## src/rtl/seg_scan_display.sv

```systemverilog
// seg_scan_display: double-buffered, blanked, blinkable time-multiplexed 7-segment driver with register bus.
module seg_scan_display #(
  parameter int NUM_DIGITS   = 8,
  parameter int SCAN_DIV     = 100000,
  parameter int BLANK_CYCLES = 16,
  parameter int BLINK_DIV    = 250
) (
  input  logic                  clk,
  input  logic                  rst,
  input  logic                  wr_en,
  input  logic [1:0]            wr_addr,
  input  logic [31:0]           wr_data,
  input  logic [1:0]            rd_addr,
  output logic [31:0]           rd_data,
  output logic [NUM_DIGITS-1:0] seg_an,
  output logic [7:0]            seg_seg,
  output logic                  frame_done
);
  localparam int SW = SCAN_DIV > 1 ? $clog2(SCAN_DIV) : 1;
  localparam int DW = NUM_DIGITS > 1 ? $clog2(NUM_DIGITS) : 1;
  localparam int FW = BLINK_DIV > 1 ? $clog2(BLINK_DIV) : 1;

  logic [SW-1:0]         slot_q, slot_d;
  logic [DW-1:0]         dig_q, dig_d;
  logic [FW-1:0]         frame_q, frame_d;
  logic                  blink_q, blink_d, pend_q, pend_d;
  logic [31:0]           pend_data_q, pend_data_d, live_q, live_d;
  logic [23:0]           ctrl_q, ctrl_d;
  logic [NUM_DIGITS-1:0] seg_an_q, seg_an_d;
  logic [7:0]            seg_seg_q, seg_seg_d;
  logic [7:0]            en, dp, bl;
  logic [3:0]            nib;
  logic                  slot_end, wrap, last_frame, lit, wr_dat, wr_ctl;

  function automatic logic [6:0] hex7(input logic [3:0] n);
    case (n)
      4'h0: hex7 = 7'h40;
      4'h1: hex7 = 7'h79;
      4'h2: hex7 = 7'h24;
      4'h3: hex7 = 7'h30;
      4'h4: hex7 = 7'h19;
      4'h5: hex7 = 7'h12;
      4'h6: hex7 = 7'h02;
      4'h7: hex7 = 7'h78;
      4'h8: hex7 = 7'h00;
      4'h9: hex7 = 7'h10;
      4'hA: hex7 = 7'h08;
      4'hB: hex7 = 7'h03;
      4'hC: hex7 = 7'h46;
      4'hD: hex7 = 7'h21;
      4'hE: hex7 = 7'h06;
      default: hex7 = 7'h0E;
    endcase
  endfunction

  always_comb begin
    slot_end    = slot_q == SW'(SCAN_DIV - 1);
    wrap        = slot_end && dig_q == DW'(NUM_DIGITS - 1);
    last_frame  = frame_q == FW'(BLINK_DIV - 1);
    wr_dat      = wr_en && wr_addr == 2'd0;
    wr_ctl      = wr_en && wr_addr == 2'd1;
    slot_d      = slot_end ? '0 : slot_q + 1'b1;
    dig_d       = wrap ? '0 : slot_end ? dig_q + 1'b1 : dig_q;
    frame_d     = wrap ? (last_frame ? '0 : frame_q + 1'b1) : frame_q;
    blink_d     = blink_q ^ (wrap && last_frame);
    // On a wrap the old pending value goes live; a same-cycle write still lands and re-arms pending
    live_d      = wrap && pend_q ? pend_data_q : live_q;
    pend_d      = wr_dat || (pend_q && !wrap);
    pend_data_d = wr_dat ? wr_data : pend_data_q;
    ctrl_d      = wr_ctl ? wr_data[23:0] : ctrl_q;
    en          = ctrl_q[7:0];
    dp          = ctrl_q[15:8];
    bl          = ctrl_q[23:16];
    nib         = live_q[{dig_q, 2'b00} +: 4];
    lit         = slot_q >= SW'(BLANK_CYCLES) && en[dig_q] && !(bl[dig_q] && blink_q);
    seg_an_d    = ~(NUM_DIGITS'(lit) << dig_q);
    seg_seg_d   = lit ? {~dp[dig_q], hex7(nib)} : 8'hFF;
    rd_data     = rd_addr == 2'd0 ? pend_data_q :
                  rd_addr == 2'd1 ? {8'h00, ctrl_q} :
                  rd_addr == 2'd2 ? live_q :
                  {27'd0, pend_q, blink_q, 3'(dig_q)};
  end

  always_ff @(posedge clk or posedge rst) begin
    if (rst) begin
      slot_q      <= '0;
      dig_q       <= '0;
      frame_q     <= '0;
      blink_q     <= 1'b0;
      pend_q      <= 1'b0;
      pend_data_q <= '0;
      live_q      <= '0;
      ctrl_q      <= 24'h0000FF;
      seg_an_q    <= '1;
      seg_seg_q   <= 8'hFF;
    end else begin
      slot_q      <= slot_d;
      dig_q       <= dig_d;
      frame_q     <= frame_d;
      blink_q     <= blink_d;
      pend_q      <= pend_d;
      pend_data_q <= pend_data_d;
      live_q      <= live_d;
      ctrl_q      <= ctrl_d;
      seg_an_q    <= seg_an_d;
      seg_seg_q   <= seg_seg_d;
    end
  end

  assign seg_an     = seg_an_q;
  assign seg_seg    = seg_seg_q;
  assign frame_done = wrap;
endmodule

```

## config.mk

```make
export PLATFORM = sky130hd
export DESIGN_NAME = seg_scan_display
export DESIGN_NICKNAME = d
export VERILOG_FILES = /design/src/rtl/seg_scan_display.sv
export SDC_FILE = /design/constraint.sdc
export NUM_CORES = 1
export LEC_CHECK = 0
export ABC_AREA = 1
export BUFFER_PORTS_ARGS = -buffer_cell sky130_fd_sc_hd__buf_2
export CAP_MARGIN = 10
export CORE_ASPECT_RATIO = 1.5
export CORE_UTILIZATION = 59
export CTS_BUF_LIST = sky130_fd_sc_hd__clkbuf_4 sky130_fd_sc_hd__clkbuf_8 sky130_fd_sc_hd__clkbuf_16
export DETAILED_ROUTE_END_ITERATION = 8
export PLACE_DENSITY_LB_ADDON = 0.25
export SLEW_MARGIN = 30
export SYNTH_ARGS = -nofsm -noshare
export SYNTH_HDL_FRONTEND = slang
export SYNTH_SLANG_ARGS = --single-unit
```

## constraint.sdc

```tcl
create_clock -name clk -period 5 [get_ports clk]
set_clock_uncertainty 0.05 [all_clocks]
set_input_delay 1 -clock clk [delete_from_list [all_inputs] [get_ports clk]]
set_output_delay 1 -clock clk [all_outputs]
set_load 0.005 [all_outputs]
```

==> reports/metrics.cfg, run 1 <==
[global_route]
met1_usage_pct=36.5
grt_max_degree=87
antenna_found_initial=0
met3_usage_pct=5.78
first_global_vias=6328
grt-busiest-layer=met2
grt_pass1_wl_um=29900
grt-ovfl-total=0
grt_usage_pct=30.8
use_met2_pct=54.1

[timing]
drv_slew=0
fmax_mhz=269
whs_ns=0.423
rsz0062_at_grt=no
worst_pin_slew_ns=0.819
hold_viol=0
worst_slack_ns=1.28
setup_viol=0
slew_headroom_pct=45.4
period_minus_slack_ns=3.72
period_share_pct=74.3
fin_tns_setup_ns=0

[pwr]
worst_ir_drop_vdd_mv=0.339
p_per_area_nw_per_um2=345
power.total_mw=2.83
p_leak_nw=4.20

[clock_tree]
path_clk_slew_ns=0.06
cts.sinks=134
htreeDepth=4
cts.path.max_buffers=2
cts_setup_buffers=0
cts_hold_buf=0
cts_resized=0
cts_tree=done
cts_buffers=17
clockRootBuffer=clkbuf_16
clk_latency_ns=0.42

[worst_setup_path]
worst-path-buf-inv=4
cp_cell_sequence=buf_2 -> inv_1 -> nor2_2 -> inv_2 -> a21oi_1 -> a21oi_1 -> o21ai_0 -> buf_2
crit_arrival_ns=2.67
start_kind=input port
crit_path_end_kind=primary output
cp_top_family=buffers and inverters
cp_max_fo=28
path_class=input port to primary output
slowest_stage=nor2_2
worstPathRequired_ns=3.95
max_stage_delay_ns=0.36

[synth]
synth_fp_nets=960
ys_warn_count=0
syn_area_um2=7120
synth_edf_count=0
yosysTopAreaCell=dfrtp_1
synth_top_area_share_pct=38.7
synth-async-reset-ratio_pct=100
syn_area_per_cell_um2=7.83
yosys_most_used_dff=dfrtp_1
synth.most_common_cell=nand2_1
ys_seq_elements=134
synth-seq-area-share_pct=47.5
yosys-top-cells-count=272 x nand2_1, 115 x inv_1, 110 x dfrtp_1
synthTopCellsByArea=dfrtp_1 39%, nand2_1 14%, dfstp_2 8.9%
synth_cell_types=37
syn_inst=909

[routing]
routed_wl_um=18100
wire_per_inst_um=15.9
drtIter0Drc=602
ant_nets=0
drc=0
viasPerCell=5.63
drt_pass1_iterations=6
via_count=6418

[worst_hold_path]
hold_path_class=flip-flop to flip-flop

[floorplanning]
die_w_um=91.7
die_h_um=137
pin_count=88
die_area_um2=12500
start_util_pct=61.1
rows=48
core_area_um2=11700

[placed_design]
place_ws_ns=1.30
place_hpwl_um=11600
gp_congestion=0.936
place_area_um2=7560
placed_cells=1108
io_buffers=87

[outcome]
status=finished clean

[run]
cap_violations=0

[layout]
area_growth_pct=15.0
fillers=975
antenna_cells=0
fin_util_pct=70.3
nNetsFinal=1028
fin_area_um2=8190
stdcell_count=1140
drive_above_1_share_pct=18.5

-- kinds of logic (layout without fill, tap and decap cells) --
| logic type | count (synthesis) | in the layout | share of synthesized area (%) |
|---|---|---|---|
| simple gates | 461 | 461 | 28.3 |
| buf+inv | 167 | 248 | 10.1 |
| flops | 134 | 134 | 47.5 |
| compound gates | 114 | 114 | 9.09 |
| xor+xnor | 13 | 13 | 1.60 |
| fa+ha+maj | 12 | 12 | 2.11 |
| mux | 8 | 8 | 1.27 |
-- metal layers --
metal | wire length [um] | vias up
met3 | 1100 | 48
met4 | 527 | 0
met1 | 7210 | 3041
met5 | 0 | -
met2 | 9260 | 285
li1 | - | 3044
-- worst reg2reg max path, cell delays in order (launching register included) --
cell     delay [ns]
dfrtp_1        0.87
inv_2          0.40
nand3_1        0.20
nand2_1        0.12
o21ai_1        0.42
inv_1          0.15
ha_1           0.24
inv_1          0.10
nand3_1        0.08
nand3_1        0.11
nand3_1        0.09
-- worst paths after layout --
check,depth (start not counted),end,slack [ns],start
worst max-delay path,8,rd_data[1],1.28,rd_addr[1]
worst min-delay path,2,live_q[16],0.42,live_q[16]
worst max register to register,10,seg_seg[0],2.06,dig_q[1]
worst min register to register,2,live_q[16],0.42,live_q[16]
max in group asynchronous,3,pend_data_q[1],3.42,rst
min in group asynchronous,2,slot_q[11],0.60,rst
-- where the power goes --
| group | leakage (nW) | switching [mW] | internal, mW | total, mW |
|---|---|---|---|---|
| Sequential | 1.69 | 0.0604 | 1.18 | 1.24 |
| Combinational | 2.21 | 0.148 | 0.101 | 0.249 |
| Clock | 0.304 | 0.490 | 0.845 | 1.33 |
-- cell usage in the layout (no fill, tap or decap), types with 2 or more instances in the layout --
cell	n
a21oi_1	11
a22o_1	2
buf_2	87
buf_4	5
bufinv_16	4
clkbuf_16	17
clkinv_4	5
clkinvlp_4	2
dfrtp_1	110
dfstp_2	24
ha_1	12
inv_1	114
inv_2	7
inv_6	2
mux2_2	8
nand2_1	271
nand2_4	2
nand3_1	107
nand3b_1	4
nand4_1	16
nor2_1	38
nor2_2	7
nor2_4	3
nor3_1	6
o211ai_1	7
o21ai_0	79
o221ai_1	13
xor2_1	12
-- area by class of cell --
| class | instances | area, um2 | share of cell area, % |
|---|---|---|---|
| Clock buffer | 18 | 433 | 5.29 |
| Clock inverter | 14 | 201 | 2.46 |
| Inverter | 123 | 464 | 5.67 |
| Multi-Input combinational cell | 608 | 3030 | 37.0 |
| Sequential cell | 134 | 3380 | 41.3 |
| Tap cell | 150 | 188 | 2.29 |
| Timing Repair Buffer | 93 | 493 | 6.02 |
-- registers in the layout, indices dropped and copies added, names as in the netlist, 3 cells and up --
register,cells
pend_data_q,32
live_q,32
dig_q,3
seg_an,8
frame_q,8
ctrl_q,24
seg_seg,8
slot_q,17
(Power assumes the default switching activity.)
==> run 2: changes to the inputs <==
- CORE_UTILIZATION: 59 -> 53
- clock period: 5 -> 3.1 ns (I/O delays scaled with it)
==> reports/metrics.cfg, run 2 (synthesized netlist as in run 1, its figures left out) <==
[routing]
wire_per_inst_um=15.3  ; -3.4%
drc=0  ; unchanged
via_count=6248  ; -2.6%
ant_nets=0  ; unchanged
routed_wl_um=17800  ; -1.8%
drtIter0Drc=517  ; -14%
drt_pass1_iterations=5  ; -1
viasPerCell=5.39  ; -4.2%

[timing]
hold_viol=0  ; unchanged
rsz0062_at_grt=no
worst_pin_slew_ns=0.709  ; -0.110 ns
drv_slew=0  ; unchanged
fmax_mhz=385
period_share_pct=83.9
setup_viol=0  ; unchanged
period_minus_slack_ns=2.60
fin_tns_setup_ns=0  ; unchanged
slew_headroom_pct=52.7  ; +7.3 points

[layout]
final_cell_mix=271 x nand2_1, 114 x inv_1, 110 x dfrtp_1
nNetsFinal=1038  ; +0.97%
drive_above_1_share_pct=19.3  ; +0.82 points
final_common_cell=nand2_1
fillers=1193  ; +22%
fin_area_um2=8270  ; +0.96%
reg_top3=live_q (32), pend_data_q (32), ctrl_q (24)
area_growth_pct=16.2
antenna_cells=0  ; unchanged

[worst_setup_path]
path_class=flip-flop to primary output
worstPathRequired_ns=2.43  ; -1.52 ns
worstReg2RegStart=dig_q[1]
startpoint=dig_q[0]
crit_arrival_ns=1.93  ; -0.74 ns
timing.rr.end=seg_seg[0]
rrSetupSlack_ns=0.69  ; -1.37 ns
start_kind=flip-flop
cp-endpoint=frame_done
cp_max_fo=38  ; +36%
crit_path_end_kind=primary output
rr_worst_depth=10  ; unchanged

[clock_tree]
path_clk_slew_ns=0.06  ; about the same
cts_buffers=17  ; unchanged
clk_latency_ns=0.41  ; about the same
htreeDepth=4  ; unchanged
cts_hold_buf=0  ; unchanged
cts_tree=done
cts_setup_buffers=0  ; unchanged
clockRootBuffer=clkbuf_16
cts.path.max_buffers=2  ; unchanged
cts.sinks=134  ; unchanged
cts_resized=0  ; unchanged

[global_route]
grt_usage_pct=26.8  ; -4.0 points
antenna_found_initial=0  ; unchanged
grt_pass1_wl_um=29400  ; -1.7%
grt_max_degree=135  ; +55%
grt-ovfl-total=0  ; unchanged
first_global_vias=6051  ; -4.4%

[placed_design]
place_area_um2=7640  ; +1.1%
gp_congestion=0.860  ; -8.1%
io_buffers=87  ; unchanged
place_hpwl_um=12200  ; +5.2%

[outcome]
status=finished clean

[run]
cap_violations=0  ; unchanged

[floorplanning]
rows=51  ; +6.3%
start_util_pct=54.7  ; -6.4 points
core_area_um2=13000  ; +12%
die_area_um2=13900  ; +11%
pin_count=88  ; unchanged
die_w_um=96.6  ; +5.4%
die_h_um=144  ; +5.4%

[worst_hold_path]
hold_path_class=input port to asynchronous set/reset pin

[pwr]
p_per_area_nw_per_um2=553  ; +60%
worst_ir_drop_vdd_mv=0.352  ; +3.8%
p_leak_nw=4.24  ; +0.90%

[run 2: worst min-delay path by stage]
stage / endpoint / startpoint / cells past startpoint
detailed placement: live_q[10] / live_q[10] / 2
finish: pend_data_q[28] / rst / 3
floorplan: live_q[10] / live_q[10] / 2
global route: pend_data_q[25] / wr_data[25] / 2
global placement: live_q[13] / live_q[13] / 2
CTS: pend_data_q[27] / wr_data[27] / 2
[run 2: cell type report]
cell class / count / area (um2) / area share [%]
inverters: 123 / 465 / 5.63
repair buffers: 103 / 568 / 6.87
flip-flops and latches: 134 / 3380 / 40.9
multi-input cells: 608 / 3020 / 36.6
clock buffers: 18 / 433 / 5.24
clock inverters: 14 / 198 / 2.39
well taps: 159 / 199 / 2.41
[run 2: stage by stage]
step	instances	power [mW]	hold slack (ns)	setup WS, ns	util [%]
floorplan	909	2.26	0.392	0.784	-
global placement	1127	2.44	0.402	0.645	58.7
detailed placement	1127	2.45	0.408	0.658	58.7
CTS	1159	4.60	0.379	0.469	63.5
global route	1159	4.75	0.370	0.379	63.5
finish	1159	4.57	0.375	0.500	63.5
[run 2: routing by layer]
| layer | track usage [%] | up-vias | share of wire (%) |
|---|---|---|---|
| met1 | 32.0 | 2964 | 41 |
| met5 | 0 | - | 0 |
| met2 | 47.1 | 185 | 52 |
| met3 | 5.40 | 28 | 4.7 |
| met4 | 11.3 | 0 | 2.2 |
| li1 | - | 3071 | - |
[run 2: critical path, cell delays in order (launching register included)]
cell and delay [ns]:
dfrtp_1 0.38, buf_4 0.25, ha_1 0.25, ha_1 0.18, inv_1 0.25, nor2_8 0.06
buf_2 0.13
[run 2: power by group]
part	switching [mW]	internal (mW)	total, mW
sequential	0.101	1.91	2.01
combinational	0.241	0.169	0.410
clock	0.784	1.36	2.15
total	1.13	3.44	4.57
